$ cat config.mk
export PLATFORM = sky130hd
export DESIGN_NAME = prog_loader_flat
export DESIGN_NICKNAME = d
export VERILOG_FILES = /design/src/rtl/loader_pkg.sv /design/src/rtl/prog_loader_if.sv /design/src/rtl/word_assembler.sv /design/src/rtl/prog_loader.sv /design/src/flat_wrapper.sv
export SDC_FILE = /design/constraint.sdc
export NUM_CORES = 1
export LEC_CHECK = 0
export CORE_MARGIN = 4
export CORE_UTILIZATION = 40
export CTS_BUF_LIST = sky130_fd_sc_hd__clkbuf_4 sky130_fd_sc_hd__clkbuf_8
export CTS_CLUSTER_SIZE = 25
export DETAILED_ROUTE_END_ITERATION = 8
export GPL_ROUTABILITY_DRIVEN = 0
export MAX_ROUTING_LAYER = met4
export PLACE_DENSITY = 0.6
export SLEW_MARGIN = 30
export SYNTH_ARGS = -nofsm -noshare
export SYNTH_HDL_FRONTEND = slang
export SYNTH_SLANG_ARGS = --single-unit
$ cat constraint.sdc
create_clock -name clk -period 5.9 [get_ports clk]
set_clock_uncertainty 0.1 [all_clocks]
set_input_delay 1.475 -clock clk [delete_from_list [all_inputs] [get_ports clk]]
set_output_delay 1.475 -clock clk [all_outputs]
set_load 0.05 [all_outputs]
$ cat src/rtl/loader_pkg.sv
// Shared types and constants for the program loader.
package loader_pkg;

  localparam int unsigned CNT_W  = 16;
  localparam int unsigned BYTE_W = 8;
  localparam int unsigned WORD_W = 32;
  localparam int unsigned ADDR_W = 32;

  localparam int unsigned             DEF_NUM_WORDS = 512;
  localparam logic [ADDR_W-1:0]       DEF_BASE_ADDR = 32'h0;

  typedef enum logic [2:0] {
    IDLE,
    LEN_HI,
    LEN_LO,
    DATA,
    CHECK,
    DONE,
    ERROR
  } state_t;

  // Byte address of word idx relative to base.
  function automatic logic [ADDR_W-1:0] word_addr(input logic [ADDR_W-1:0] base,
                                                  input logic [CNT_W-1:0]  idx);
    return base + ADDR_W'({idx, 2'b00});
  endfunction

endpackage

$ cat src/rtl/prog_loader_if.sv
// Byte-stream input and instruction-memory write port of the loader.
interface prog_loader_if;
  import loader_pkg::*;

  logic              rx_valid;
  logic [BYTE_W-1:0] rx_data;
  logic              rx_ready;
  logic              imem_we;
  logic [ADDR_W-1:0] imem_addr;
  logic [WORD_W-1:0] imem_wdata;

  modport master (
    input  rx_valid, rx_data,
    output rx_ready, imem_we, imem_addr, imem_wdata
  );

  modport slave (
    output rx_valid, rx_data,
    input  rx_ready, imem_we, imem_addr, imem_wdata
  );

endinterface

$ cat src/rtl/word_assembler.sv
// Packs four big-endian stream bytes into one 32-bit word.
module word_assembler
  import loader_pkg::*;
(
  input  logic              clk,
  input  logic              reset,
  input  logic              clear,
  input  logic              byte_en,
  input  logic [BYTE_W-1:0] byte_in,
  output logic              last_byte_c,
  output logic              word_done,
  output logic [WORD_W-1:0] word
);

  logic [1:0] byte_cnt;

  // Byte 3 of the current word is being accepted.
  assign last_byte_c = byte_en && (byte_cnt == 2'd3);

  // Shift register, byte counter and one-cycle completion pulse.
  always_ff @(posedge clk) begin
    if (reset || clear) begin
      byte_cnt  <= 2'd0;
      word      <= '0;
      word_done <= 1'b0;
    end else begin
      word_done <= last_byte_c;
      if (byte_en) begin
        word     <= {word[WORD_W-BYTE_W-1:0], byte_in};
        byte_cnt <= byte_cnt + 2'd1;
      end
    end
  end

endmodule

$ cat src/rtl/prog_loader.sv
// Loads a length-prefixed, checksummed byte stream into instruction memory.
module prog_loader
  import loader_pkg::*;
#(
  parameter int unsigned       NUM_WORDS = DEF_NUM_WORDS,
  parameter logic [ADDR_W-1:0] BASE_ADDR = DEF_BASE_ADDR
) (
  input  logic          clk,
  input  logic          reset,
  input  logic          start,
  prog_loader_if.master bus,
  output logic          cpu_reset,
  output logic          busy,
  output logic          done,
  output logic          err
);

  localparam logic [CNT_W:0] MAX_WORDS = (CNT_W+1)'(NUM_WORDS);

  state_t            state, next_state;
  logic [CNT_W-1:0]  len;
  logic [CNT_W-1:0]  word_idx;
  logic [BYTE_W-1:0] csum;
  logic [ADDR_W-1:0] imem_addr;
  logic [CNT_W-1:0]  count_c;
  logic              xfer, accept_start, data_byte;
  logic              last_byte_c, word_done;
  logic [WORD_W-1:0] word;
  logic              busy_d, done_d, err_d, cpu_reset_d;

  assign xfer         = bus.rx_valid && bus.rx_ready;
  assign accept_start = start && (state inside {IDLE, DONE, ERROR});
  assign data_byte    = xfer && (state == DATA);
  assign count_c      = {len[CNT_W-1:BYTE_W], bus.rx_data};

  word_assembler u_asm (
    .clk         (clk),
    .reset       (reset),
    .clear       (accept_start),
    .byte_en     (data_byte),
    .byte_in     (bus.rx_data),
    .last_byte_c (last_byte_c),
    .word_done   (word_done),
    .word        (word)
  );

  // State register.
  always_ff @(posedge clk) begin
    if (reset) state <= IDLE;
    else       state <= next_state;
  end

  // Next-state logic.
  always_comb begin
    next_state = state;
    case (state)
      IDLE, DONE, ERROR: if (start) next_state = LEN_HI;
      LEN_HI:            if (xfer) next_state = LEN_LO;
      LEN_LO: begin
        if (xfer) begin
          if ({1'b0, count_c} > MAX_WORDS) next_state = ERROR;
          else if (count_c == '0)          next_state = CHECK;
          else                             next_state = DATA;
        end
      end
      DATA:  if (last_byte_c && (word_idx == len - CNT_W'(1))) next_state = CHECK;
      CHECK: if (xfer) next_state = (bus.rx_data == csum) ? DONE : ERROR;
      default: next_state = IDLE;
    endcase
  end

  // Output decode: rx_ready from the current state, flags from the next state.
  always_comb begin
    bus.rx_ready = state inside {LEN_HI, LEN_LO, DATA, CHECK};
    busy_d       = next_state inside {LEN_HI, LEN_LO, DATA, CHECK};
    done_d       = next_state == DONE;
    err_d        = next_state == ERROR;
    cpu_reset_d  = next_state != DONE;
  end

  // Registered status flags.
  always_ff @(posedge clk) begin
    if (reset) begin
      busy      <= 1'b0;
      done      <= 1'b0;
      err       <= 1'b0;
      cpu_reset <= 1'b1;
    end else begin
      busy      <= busy_d;
      done      <= done_d;
      err       <= err_d;
      cpu_reset <= cpu_reset_d;
    end
  end

  // Length, word index, running checksum and write address.
  always_ff @(posedge clk) begin
    if (reset) begin
      len       <= '0;
      word_idx  <= '0;
      csum      <= '0;
      imem_addr <= '0;
    end else if (accept_start) begin
      len      <= '0;
      word_idx <= '0;
      csum     <= '0;
    end else begin
      if (xfer && (state inside {LEN_HI, LEN_LO, DATA})) csum <= csum ^ bus.rx_data;
      if (xfer && (state == LEN_HI)) len[CNT_W-1:BYTE_W] <= bus.rx_data;
      if (xfer && (state == LEN_LO)) len[BYTE_W-1:0]     <= bus.rx_data;
      if (last_byte_c) begin
        imem_addr <= word_addr(BASE_ADDR, word_idx);
        word_idx  <= word_idx + CNT_W'(1);
      end
    end
  end

  // The write strobe and data come straight from the assembler's registers.
  assign bus.imem_we    = word_done;
  assign bus.imem_wdata = word;
  assign bus.imem_addr  = imem_addr;

endmodule

$ cat src/flat_wrapper.sv
// flat-port wrapper written by rule: the top's interface ports become plain ports
module prog_loader_flat import loader_pkg::*;
#(
  parameter int unsigned       NUM_WORDS = DEF_NUM_WORDS,
  parameter logic [ADDR_W-1:0] BASE_ADDR = DEF_BASE_ADDR
)
  (clk, reset, start, cpu_reset, busy, done, err, bus_rx_valid, bus_rx_data, bus_rx_ready, bus_imem_we, bus_imem_addr, bus_imem_wdata);
  prog_loader_if bus_i ();
  input  logic clk;
  input  logic reset;
  input  logic start;
  output logic cpu_reset;
  output logic busy;
  output logic done;
  output logic err;
  input wire logic [$bits(bus_i.rx_valid)-1:0] bus_rx_valid;
  input wire logic [$bits(bus_i.rx_data)-1:0] bus_rx_data;
  output wire logic [$bits(bus_i.rx_ready)-1:0] bus_rx_ready;
  output wire logic [$bits(bus_i.imem_we)-1:0] bus_imem_we;
  output wire logic [$bits(bus_i.imem_addr)-1:0] bus_imem_addr;
  output wire logic [$bits(bus_i.imem_wdata)-1:0] bus_imem_wdata;
  assign bus_i.rx_valid = bus_rx_valid;
  assign bus_i.rx_data = bus_rx_data;
  assign bus_rx_ready = bus_i.rx_ready;
  assign bus_imem_we = bus_i.imem_we;
  assign bus_imem_addr = bus_i.imem_addr;
  assign bus_imem_wdata = bus_i.imem_wdata;
  prog_loader #(.NUM_WORDS(NUM_WORDS), .BASE_ADDR(BASE_ADDR)) u_core (.clk(clk), .reset(reset), .start(start), .bus(bus_i), .cpu_reset(cpu_reset), .busy(busy), .done(done), .err(err));
endmodule
* Yosys cells after proc, flatten, opt, wreduce, memory -nomap -nowiden
Index checks and enable logic that the tools add are counted.
Word-level totals: word-level logic and storage cells 62, input port bits 12, output and inout port bits 70, bits in registers 98
Operators by class: equality and inequality tests 16, bitwise gates (word level) 2, muxes and demuxes 9, order comparisons 1, add/sub/neg operators 3, reductions and logical operators 18
Operator list (count):
- $mux 3 | 7
- $eq 3x3->1 const B | 6
- $add 16x1->16 const B | 1
- $eq 16x16->1 | 1
- $gt 16x10->1 const B | 1
- $logic_not 16->1 | 1
- $sub 16x1->16 const B | 1
- $pmux 3 s5 | 1
- $eq 3x2->1 const B | 4
- $eq 8x8->1 | 1
- $logic_and 1x1->1 | 8
- $reduce_bool 4->1 | 2
- $xor 8x8->8 | 1
- $eq 3x1->1 const B | 2
- $reduce_bool 3->1 | 2
- $logic_not 3->1 | 1
- $ne 3x3->1 const B | 1
- $reduce_or 3->1 | 1
- $add 2x1->2 const B | 1
- $eq 2x2->1 const B | 1
- $mux 2 | 1
- $reduce_and 2->1 | 1
- $reduce_or 2->1 | 1
- $logic_or 1x1->1 | 1
- $not 1->1 | 1

* Logic depth before layout (Yosys ltp)
depth in word-level cells 10, gate-level depth with buffers 11, depth with buffers taken out 10

* Cells and area by module
From an unflattened synthesis, not the netlist that was laid out.
Unflattened totals: cell total of the unflattened synthesis 524, area total of the unflattened synthesis 4591.9 um^2
By module, submodules not included:
- prog_loader | area an instance 3293.2 um^2, cells each 408, sequential area each 1261.2 um^2, instances 1
- word_assembler | area an instance 1298.7 um^2, cells each 116, sequential area each 700.7 um^2, instances 1

* Worst setup path before layout
No wires, ideal clock.
kind input to register, start point in bus_rx_data[4], end point reg u_core.busy, data required time 5677 ps, buffers on the path 0, setup slack 2685 ps, arrival time 2992 ps, cell stages on the path 7, setup time 123 ps, path through or4_1 nor3_1 xnor2_1 a21oi_1 a211oi_1 a21o_1 mux2i_1
Between the ends: cells in the longest elaborated chain, start to end 7, elaborated cells between the ends (all ways) 14, classes of those cells order compare: 1; eq/ne: 5; mux: 6; reduce/logical: 2
Ends and longest elaborated chain:
- from (decl) | RTL line flat_wrapper.sv:17 | input wire logic [$bits(bus_i.rx_data)-1:0] bus_rx_data;
- parallel branches: the longest is 4 deep, another holds $gt 16x10->1
- $pmux 3 s5 (*) | RTL line prog_loader.sv:56 | case (state)
- $eq 3x1->1, or another cell as far along | RTL line prog_loader.sv:75 | busy_d = next_state inside {LEN_HI, LEN_LO, DATA, CHECK};
- $reduce_bool 4->1 (*) | RTL line prog_loader.sv:75
- to (signal assigned) | RTL line prog_loader.sv:89 | busy <= busy_d;
- to (decl) | RTL line prog_loader.sv:13 | output logic busy,
Every way passes the cells marked *. A chain may end at the register's enable or synchronous reset.

* Final worst setup path
start point in bus_rx_valid, end point reg u_core.busy
Between the ends: cells in the longest elaborated chain, start to end 8, elaborated cells between the ends (all ways) 14, classes of those cells eq/ne: 4; mux: 5; reduce/logical: 5
Ends and longest elaborated chain:
- from (decl) | RTL line flat_wrapper.sv:16 | input wire logic [$bits(bus_i.rx_valid)-1:0] bus_rx_valid;
- $logic_and 1x1->1 (*) | RTL line prog_loader.sv:31 | assign xfer = bus.rx_valid && bus.rx_ready;
- $logic_and 1x1->1 | RTL line prog_loader.sv:33 | assign data_byte = xfer && (state == DATA);
- $logic_and 1x1->1 | RTL line word_assembler.sv:18 | assign last_byte_c = byte_en && (byte_cnt == 2'd3);
- $logic_and 1x1->1 | RTL line prog_loader.sv:66 | DATA: if (last_byte_c && (word_idx == len - CNT_W'(1))) next_state = CHECK;
- $mux 3 | RTL line prog_loader.sv:66
- $pmux 3 s5 (*) | RTL line prog_loader.sv:56
- $eq 3x1->1, or another cell as far along | RTL line prog_loader.sv:75
- $reduce_bool 4->1 (*) | RTL line prog_loader.sv:75
Mark *: on every way between the ends. The rest lies on a longest branch, timed or not.

==> summary.md <==
| Metric | Value |
|---|---|
| Status | finished, final reports clean |
| # resized after CTS | 0 |
| Clock sink count | 98 |
| Mapped Cells | 563 |
| Max IR drop VDD | 0.154 mV |
| Sum Neg Setup Slack | 0 ns |
| Area Growth Syn to Fin | 19.3% |
| Max Slew Vio Count | 0 |
| Crit Path Category | in2reg |
| I/O pins | between 80 and 90 |
| Max_cap viols | 0 |
| N_diodes | 0 |
| Starting DRT DRC Count | 268 |
| Min-delay src | u_core.bus.imem_addr[4]$_SDFFE_PP0P_ |
| R2R Path Start | u_core.state[1]$_SDFF_PP0_ |
| First-pass GRT wire length | 17100 um |
| Sequential area share after synthesis | 0.434 |
| Post-CTS Hold Fix Bufs | 0 |
| Vias in the first global route | between 3000 and 4000 |
| Initial Util | 0.413 |
| Leading cell type in the layout, fill and taps excluded | nand2_1 |
| Most frequent CP cell | buf_4 |
| Initial antenna violation count | 0 |
| Endpoint class of the critical path | register |
| Req. time, crit path | 6.09 ns |
| Vias per cell | 5.03 |
| Hold Path End | u_core.bus.imem_addr[4]$_SDFFE_PP0P_ |
| Via count | around 3800 |
| CP Max Fanout | 36 |
| Post-route ant nets | 0 |
| Crit-path cells | clkdlybuf4s50_1 -> and4b_1 -> buf_4 -> and2_1 -> buf_4 -> o2111ai_1 -> nor4b_4 -> nand4_1 -> a21o_1 -> mux2i_1 |
| RSZ-0062 raised after global routing | no |
| Largest net degree at the start of global routing | 45 |
| Crit path buffers/inverters | 3 |
| H-tree Lvls | 3 |
| Hold Crit Class | reg2reg |
| Min Clock Period, post-route | 3.96 ns |
| R2r setup slk | 2.95 ns |
| Placed Cells | 739 |
| Core region area | 0.0109 sq mm |
| Die height | 114 um |
| Cell Count, Final, Fillers Out | 755 |
| Most frequent cells in the layout | 136 x nand2_1, 98 x dfxtp_1, 65 x clkdlybuf4s50_1, 64 x a21oi_1, 52 x nor2_1 |
| Nets | ~630 |
| Clock buffer depth | 2 |
| CP top delay family | buffers and inverters |
| Achievable Freq | 253 MHz |
| Full die area | 0.0131 sq mm |
| CTS buffer count | 9 |
| Max stage delay on crit path | 0.53 ns |
| Ys async rst share | 0 |
| Worst R2R Path Depth | 9 |
| Power Density | about 240 mW/mm^2 |
| DR pass1 iterations | 4 |
| Routed WL per cell | 13.6 um |
| Final setup fails | 0 |
| IO buf count | 65 |
| Total grt overflow | 0 |
| Post-Syn Area | 0.00452 sq mm |
| Clk_lat worst skew | 0.37 ns |
| Yosys cell types | 53 |
| EDFF count, synth | 0 |
| Total global-route track usage | 0.167 |
| DRC | 0 |
| Clk pin slew, worst setup/hold paths | 0.08 ns |
| Worst hold path cell count | 2 |
| Share of layout cells above drive strength 1 | 0.0488 |
| WL final | 10300 um |
| Post-CTS setup buffers | 0 |
| Setup crit start kind | input port |
| TritonCTS clock tree | built |
| Slew margin rel. | 0.391 |
| Ys flop type | dfxtp_1 |
| Post-Syn Area per Cell | 8.02 sq um |
| Crit path DAT | 4.15 ns |
| Post-DP HPWL | 7580 um |
| Final Instance Area | approximately 0.0054 sq mm |
| Hold Fails Final Rpt | 0 |
| Std cell rows | 38 |
| Reg2Reg Capture Point | u_core.busy$_SDFF_PP0_ |
| Yosys warnings | 0 |
| Leak Pwr | about 1.9 nW |
| Root Buffer | clkbuf_8 |
| Post-route clock period utilization | 0.671 |
| Slew @ Worst Pin | 0.910 ns |
| Slowest stage cell, crit path | clkdlybuf4s50_1 |
| Final Core Density | 0.493 |
| Dpl cell area | 0.00516 sq mm |
| Die X-Extent | 114 um |
| #FFs+latches synth | 98 |
worst reg2reg max path, delay by kind of cell, from the launching register on:
kind	cells	cell delay, ns
simple gates	4	0.95
buf+inv	2	0.61
flops	1	0.58
compound gates	2	0.48
mux	1	0.17
registers in the layout, indices dropped and copies added, names as in the netlist, 2 cells and up:
signal,count
u_core.state,3
u_core.u_asm.byte_cnt,2
u_core.len,16
u_core.bus.imem_addr,16
u_core.csum,8
u_core.u_asm.word,32
u_core.word_idx,16
worst max-delay path by stage:
stage                               from                     endpoint  slack, ns  cells after the start
after floorplan           bus_rx_data[4]       u_core.busy$_SDFF_PP0_       2.68                      7
after global placement      bus_rx_valid  u_core.cpu_reset$_SDFF_PP1_       1.67                     11
after detailed placement    bus_rx_valid       u_core.busy$_SDFF_PP0_       1.57                     10
after CTS                   bus_rx_valid       u_core.busy$_SDFF_PP0_       1.94                     10
after global routing        bus_rx_valid       u_core.busy$_SDFF_PP0_       1.67                     10
final                       bus_rx_valid       u_core.busy$_SDFF_PP0_       1.94                     10
area by class of cell:
cell class                 instances  area (sq um)
fill                            1106          5550
inverter                           6          22.5
tap                              140           175
clock buffer                      13           179
clock inverter                     3          45.0
multi-input combinational        426          2320
timing repair buffer              69           681
sequential                        98          1960
cell usage after synthesis, drive strengths merged, types with 5 or more instances:
| cell | number | share of area |
|---|---|---|
| nor3 | 9 | 0.012 |
| nor2 | 52 | 0.043 |
| dfxtp | 98 | 0.43 |
| xor2 | 27 | 0.052 |
| a21oi | 64 | 0.071 |
| nand2b | 5 | 0.0069 |
| mux2i | 11 | 0.024 |
| clkbuf | 26 | 0.022 |
| nand3 | 9 | 0.010 |
| o21ai | 6 | 0.0066 |
| xnor2 | 21 | 0.041 |
| inv | 6 | 0.0050 |
| buf | 22 | 0.037 |
| nand2 | 136 | 0.11 |
| nand4 | 14 | 0.019 |
power by group:
| group | internal, mW | switching (mW) |
|---|---|---|
| combinational | 0.0557 | 0.113 |
| sequential | 0.670 | 0.0136 |
| clock | 0.242 | 0.224 |
routing by layer:
metal	GRT usage	vias to the layer above	wire length, um
met3	0.0354	11	536
li1	-	1947	-
met4	0.0594	0	133
met2	0.251	81	4650
met1	0.222	1762	4940
met5	-	-	0
per-stage QoR:
| stage | worst slack [ns] | hold slack (ns) | total power, mW |
|---|---|---|---|
| 2_1_floorplan | 2.68 | 0.340 | 0.833 |
| 3_3_place_gp | 1.67 | 0.341 | 0.865 |
| 3_5_place_dp | 1.57 | 0.347 | 0.867 |
| 4_1_cts | 1.94 | 0.359 | 1.34 |
| 5_1_grt | 1.67 | 0.380 | 1.38 |
| 6_report | 1.94 | 0.357 | 1.32 |
logic make-up after synthesis:
family	Yosys count	share of synthesized area
other	1	0.000830
AOI/OAI and AO/OA	93	0.119
DFF	98	0.434
xor gates and xnor gates	48	0.0931
adders and majority gates	3	0.00831
muxes	11	0.0244
and+or+nand+nor	255	0.256
buffers and inverters	54	0.0637
No activity file was read; power rests on OpenSTA's default activity.
